[src/rtl/data_memory_arbiter.sv]
// data_memory_arbiter
//   Shares the single data-memory port between the s4a pipeline memory stage
//   and a host/debug requester (program load, inspection, DMA-style pokes).
//   Pipeline accesses pass through combinationally with zero added latency.
//   Host accesses take pipe-idle slots. The host read response returns one
//   cycle after acceptance.
//
//   Optional feature macro: DATA_MEM_ARB_STARVATION_GUARD_EN
//     defined   : a wait counter tracks consecutive host-blocked cycles. On
//                 reaching MAX_WAIT, the arbiter steals one slot (STEAL) by
//                 raising pipe_stall for exactly one cycle. A pipeline access
//                 presented during STEAL sets the sticky arb_error flag.
//     undefined : no counter and no STEAL state. pipe_stall and arb_error
//                 are tied low, and the host may starve.
//
// Parameters
//   MAX_WAIT : host-blocked cycles before a slot is stolen (1..255)
//   ADDR_W   : address width
//
// Ports
//   clock, reset                 rising-edge clock, async active-low reset
//   pipe_valid/is_mem/write      s4a qualifiers
//   pipe_addr/wdata/byte_en      s4a access fields
//   host_req_valid/ready         host request handshake
//   host_write/addr/wdata/byte_en host request fields
//   host_rsp_valid/rdata         host read response (1 cycle after accept)
//   pipe_stall                   registered one-cycle slot steal
//   mem_en/write/addr/wdata/byte_en  memory port
//   mem_rdata                    memory read data (1 cycle after read strobe)
//   arb_error                    sticky protocol-violation flag
module data_memory_arbiter #(
  parameter int unsigned MAX_WAIT = 8,
  parameter int unsigned ADDR_W   = 32
) (
  input  logic              clock,
  input  logic              reset,
  input  logic              pipe_valid,
  input  logic              pipe_is_mem,
  input  logic              pipe_write,
  input  logic [ADDR_W-1:0] pipe_addr,
  input  logic [31:0]       pipe_wdata,
  input  logic [3:0]        pipe_byte_en,
  input  logic              host_req_valid,
  output logic              host_req_ready,
  input  logic              host_write,
  input  logic [ADDR_W-1:0] host_addr,
  input  logic [31:0]       host_wdata,
  input  logic [3:0]        host_byte_en,
  output logic              host_rsp_valid,
  output logic [31:0]       host_rsp_rdata,
  output logic              pipe_stall,
  output logic              mem_en,
  output logic              mem_write,
  output logic [ADDR_W-1:0] mem_addr,
  output logic [31:0]       mem_wdata,
  output logic [3:0]        mem_byte_en,
  input  logic [31:0]       mem_rdata,
  output logic              arb_error
);

  if (MAX_WAIT < 1 || MAX_WAIT > 255) begin : g_bad_max_wait
    $error("data_memory_arbiter: MAX_WAIT must be in 1..255");
  end

  logic pipe_act;
  logic host_owns;   // host has the port this cycle (if it is requesting)
  logic host_fire;
  logic rsp_valid_q;
  logic [31:0] rsp_rdata_q;

  assign pipe_act = pipe_valid & pipe_is_mem;

`ifdef DATA_MEM_ARB_STARVATION_GUARD_EN
  typedef enum logic {NORMAL, STEAL} state_t;

  localparam int unsigned CNT_W = $clog2(MAX_WAIT + 1);
  localparam logic [CNT_W-1:0] MAX_CNT  = CNT_W'(MAX_WAIT);
  localparam logic [CNT_W-1:0] LAST_CNT = CNT_W'(MAX_WAIT - 1);

  state_t           state;
  logic [CNT_W-1:0] wait_cnt;
  logic             stall_q;
  logic             err_q;
  logic             host_blocked;

  assign host_owns    = (state == STEAL) | ~pipe_act;
  assign host_blocked = host_req_valid & ~host_req_ready;

  // The transition happens on the edge where the counter reaches MAX_WAIT,
  // so the stolen slot is the cycle immediately after the MAX_WAIT-th
  // blocked cycle.
  always_ff @(posedge clock or negedge reset) begin
    if (!reset) begin
      state    <= NORMAL;
      wait_cnt <= '0;
      stall_q  <= 1'b0;
      err_q    <= 1'b0;
    end else begin
      case (state)
        NORMAL: begin
          if (host_blocked) begin
            if (wait_cnt == LAST_CNT || wait_cnt == MAX_CNT) begin
              wait_cnt <= MAX_CNT;
              state    <= STEAL;
              stall_q  <= 1'b1;
            end else begin
              wait_cnt <= wait_cnt + 1'b1;
            end
          end else begin
            wait_cnt <= '0;
          end
        end
        STEAL: begin
          state    <= NORMAL;
          stall_q  <= 1'b0;
          wait_cnt <= '0;
          if (pipe_act) err_q <= 1'b1;
        end
        default: begin
          state   <= NORMAL;
          stall_q <= 1'b0;
        end
      endcase
    end
  end

  assign pipe_stall = stall_q;
  assign arb_error  = err_q;
`else
  assign host_owns  = ~pipe_act;
  assign pipe_stall = 1'b0;
  assign arb_error  = 1'b0;
`endif

  // Port mux. Reset gates both the handshake and the strobe.
  always_comb begin
    host_req_ready = reset & host_owns;
    mem_en         = 1'b0;
    mem_write      = 1'b0;
    mem_addr       = pipe_addr;
    mem_wdata      = pipe_wdata;
    mem_byte_en    = pipe_byte_en;
    if (host_owns) begin
      mem_en      = reset & host_req_valid;
      mem_write   = reset & host_req_valid & host_write;
      mem_addr    = host_addr;
      mem_wdata   = host_wdata;
      mem_byte_en = host_byte_en;
    end else begin
      mem_en    = reset;
      mem_write = reset & pipe_write;
    end
  end

  assign host_fire = host_req_valid & host_req_ready;

  always_ff @(posedge clock or negedge reset) begin
    if (!reset) begin
      rsp_valid_q <= 1'b0;
      rsp_rdata_q <= '0;
    end else begin
      rsp_valid_q <= host_fire & ~host_write;
      if (rsp_valid_q) rsp_rdata_q <= mem_rdata;
    end
  end

  // Memory data arrives in the response cycle. It is forwarded in that
  // cycle and captured so the last read value stays on host_rsp_rdata.
  assign host_rsp_valid = rsp_valid_q;
  assign host_rsp_rdata = rsp_valid_q ? mem_rdata : rsp_rdata_q;

endmodule

[config.mk]
export PLATFORM = sky130hd
export DESIGN_NAME = data_memory_arbiter
export DESIGN_NICKNAME = d
export VERILOG_FILES = /design/src/rtl/data_memory_arbiter.sv
export SDC_FILE = /design/constraint.sdc
export NUM_CORES = 1
export LEC_CHECK = 0
export CORE_AREA = 2 2 109 111
export DETAILED_ROUTE_END_ITERATION = 8
export DIE_AREA = 0 0 111 113
export PLACE_DENSITY = 0.73
export SYNTH_ARGS = -nofsm -noshare
export SYNTH_HDL_FRONTEND = slang
export SYNTH_SLANG_ARGS = --single-unit
[constraint.sdc]
create_clock -name clock -period 2 [get_ports clock]
set_input_delay 0.2 -clock clock [delete_from_list [all_inputs] [get_ports clock]]
set_output_delay 0.2 -clock clock [all_outputs]
set_load 0.01 [all_outputs]
-- Word-level counts from Yosys, hierarchy flattened
Index checks and enable logic that the tools add are counted.
- register bits after elaboration: 33
- input port bits: 175
- output and inout bits: 106
- word-level logic and storage cells: 17
- multiplexer cells: 6
- bitwise logic cells: 9
- operators by type and width (kind ; count):
    two-way mux 32 bit ; 3
    AND 1 bit ; 7
    two-way mux 4 bit ; 1
    two-way mux 1 bit ; 2
    inverter 1 bit ; 2

-- Logic depth before layout (Yosys ltp)
- word-level depth: 5
- gate-level depth with buffers: 5
- mapped depth without buffers: 3

-- Least setup slack after synthesis
No wires, ideal clock.
- path kind: reg-to-output
- from: register rsp_valid_q, in the netlist host_rsp_valid
- to: output port host_rsp_rdata[4]
- arrival time: 1.135 ns
- required time: 1.800 ns
- path slack: 0.665 ns
- stages on the path, launching flop included: 4
- path buffers: 2
- cells stage by stage: dfrtp_1 > clkbuf_1 > buf_4 > mux2_1
- longest elaborated chain between the ends: 1
- RTL lines (element ; line ; text):
    start: declaration ; 68 ; logic rsp_valid_q;
    start signal: assignment ; 162 ; rsp_valid_q <= host_fire & ~host_write;
    two-way mux 32 bit ; n/a ;
    end: declaration ; 50 ; output logic [31:0] host_rsp_rdata,
No other way between the ends.

-- Worst setup path after layout
- from: input port pipe_is_mem
- to: output port mem_wdata[30]
- longest elaborated chain between the ends: 2
- RTL lines (element ; line ; text):
    start: declaration ; 38 ; input logic pipe_is_mem,
    AND 1 bit ; 71 ; assign pipe_act = pipe_valid & pipe_is_mem;
    two-way mux 32 bit ; 143 ; if (host_owns) begin
    end: declaration ; 55 ; output logic [31:0] mem_wdata,
No other way between the ends.

==> metrics.yaml <==
synthesis:
  netlist.area_leader.share_pct: 41.4
  synthDistinctLibCells: 15
  synth_async_sr_flop_share_pct: 100
  synth_cells: 156
  synth_edf_count: 0
  yosys.area.top_type: "mux2_4"
  ys_ff_latch: 33
  seq_area_frac_synth_pct: 33.5
  synth_top_flop_cell: "dfrtp_1"
  yosysWarnings: 0
  synth_area_leaders: "mux2_4 (41%), dfrtp_1 (34%), mux2_2 (14%), buf_12 (6.5%), buf_4 (1.5%)"
  synth.top_cells.by_count: "mux2_4 (68), dfrtp_1 (33), mux2_2 (30)"
  synth_most_common_cell: "mux2_4"
  netlist_area_sq_mm: 0.00246
  syn_avg_cell_area_sq_um: 15.8
detailed_routing:
  drt_iter0_drc: 52
  wl_per_cell_um: 17.8
  wirelength_um: 10400
  firstDrtPassIters: 4
  vias_per_cell: 4.15
  vias: 2430
  drtAntennaViolNets: 0
  drc_errors: 0
critical_path:
  critPathLaunch: "pipe_is_mem"
  cp_num_buf_inv: 3
  reg2reg_depth: 2
  path_depth: 5
  slowest_stage: "clkdlybuf4s50_1"
  cp.arrival_ps: 1750
  critPathTopFamily: "buffers and inverters"
  cp-start-kind: "input port"
  regToRegEndpoint: "rsp_rdata_q[10]"
  critical_path_class: "input port to output pin"
  worstReg2RegStart: "host_rsp_valid"
  cp_max_fo: 5
  worstSetupEndpoint: "mem_wdata[30]"
  cp_cell_sequence: "dlygate4sd2_1 > and2_4 > buf_4 > mux2_4 > clkdlybuf4s50_1"
  crit_path_end_kind: "output pin"
  r2r_slack_ps: 900
  cpPeakStageDelay_ps: 510
  worstPathRequired_ps: 1800
global_route:
  grt_usage_pct: 15.7
  grt_overflow: 0
  grt_max_degree: 34
  antenna_found_initial: 0
  grt_pass1_vias: 2726
  grt_pass1_wl_um: 15400
place:
  io_buffer_count: 278
  dpl.hpwl_um: 8750
  gp_congestion: 0.824
clock_tree:
  path_clk_slew_ps: 50
  cts.sink_count: 33
  clk_latency_ps: 270
  ctsRootBufferMaster: "clkbuf_16"
  cts_buffer_depth: 2
  cts_tree: "built"
  numCtsBuffers: 5
  htreeDepth: 2
  ctsHoldBuffers: 0
pwr:
  power_mw: 3.18
  leakagePower_nw: 2.34
  power_density_mw_per_mm2: 574
  peakVddDrop_mv: 0.775
die:
  die_width_um: 111
  die_y_um: 113
  io_pins: 281
  rows: 39
  die_area_sq_mm: 0.0125
  initial_core_util_pct: 21.9
  core_area_sq_mm: 0.0113
worst_hold_path:
  min_path_type: "input port to asynchronous set/reset pin"
layout:
  final_util_pct: 49.3
  diodes: 0
  drive_gt1_share_pct: 27.5
  fin_nets: 617
  syn2layout_area_growth_pct: 125
timing:
  setup_viol: 0
  rsz0062_at_grt: "no"
  max_freq_mhz: 512
  hold_viol: 0
  period_minus_slack_ps: 1950
  slew_violations: 0
  finalCritPeriodShare_pct: 97.7
  fin_skew_ps: 4.01
status:
  status: "completed"
flow_run:
  cap_violations: 0
cells in the final DEF (no fill, tap or decap):
cell,Yosys,routed
clkdlybuf4s50_1,0,272
mux2_4,68,68
dfrtp_1,33,32
mux2_2,30,30
buf_4,5,10
clkbuf_16,0,6
dlymetal6s2s_1,0,3
and2_4,1,2
mux2_1,2,2
nand2_1,2,2
conb_1,1,2
buf_12,8,2
and2_1,1,1
and3b_1,1,1
nand3_1,1,1
a21boi_0,1,1
o21a_1,1,1
clkbuf_8,0,1
bufinv_16,0,1
clkbuf_1,1,1
dfrtp_2,0,1
dlygate4sd2_1,0,1
clkdlybuf4s15_1,0,1
buf_2,0,1
metrics by stage:
step / area [sq um] / setup slack (ps) / instances / hold slack [ps] / TNS (ps)
floorplan: 2470 / 665 / 157 / -95.6 / 0
global placement: 5330 / -201 / 575 / 348 / -11370
detailed placement: 5330 / -198 / 575 / 347 / -11340
CTS: 5520 / 29.3 / 585 / 56.2 / 0
global route: 5550 / 8.98 / 586 / 75.5 / 0
finish: 5550 / 45.9 / 586 / 17.0 / 0
final cells by class:
type | count | area, sq um
well taps | 143 | 179
repair buffers | 291 | 2920
flip-flops and latches | 33 | 827
clock inverters | 1 | 30.0
clock buffers | 7 | 143
fillers | 1007 | 5720
multi-input cells | 111 | 1450
repair_timing:
item | in CTS | in global routing
buffers inserted | 1 | 0
gates resized for setup | 2 | 6
setup endpoints to repair | 68 | 46
pin swaps | 1 | 1
cloned | 1 | 1
flip-flops by register name, indices dropped and copies added (netlist names):
name            count
host_rsp_valid      1
rsp_rdata_q        32
how the worst min path moves through the flow:
stage                     start        endpoint  slack [ps]  cells past startpoint
after floorplan           reset  host_rsp_valid        -100                      0
after global placement    reset  rsp_rdata_q[6]         350                      2
after detailed placement  reset  rsp_rdata_q[1]         350                      2
after CTS                 reset  rsp_rdata_q[4]          60                      2
after global routing      reset  rsp_rdata_q[5]          80                      2
final                     reset  rsp_rdata_q[5]          20                      2
cell families after synthesis:
logic type             after synthesis  synth area share [%]
multiplexers                       100                  56.1
AND/OR/NAND/NOR                      6                  1.47
flip-flops                          33                  33.5
AO/OA/AOI/OAI                        2                 0.610
buffers and inverters               14                  8.18
other                                1                 0.152
power breakdown:
group / total, mW / internal (mW) / switching (mW)
clock network: 0.884 / 0.621 / 0.262
registers: 0.842 / 0.806 / 0.0352
logic: 1.46 / 0.997 / 0.462
total: 3.18 / 2.43 / 0.760
worst register-to-register path, stage by stage (launching register included):
cell and delay, ps:
dfrtp_2 410, clkbuf_16 200, mux2_2 360
routing by layer:
| metal | wire [um] | track usage [%] | up-vias |
|---|---|---|---|
| li1 | - | - | 1133 |
| met2 | 5430 | 29.8 | 155 |
| met3 | 948 | 5.57 | 10 |
| met5 | 0 | 0 | - |
| met4 | 158 | 4.25 | 0 |
| met1 | 3870 | 16.4 | 1132 |
No activity file was read; power rests on OpenSTA's default activity.
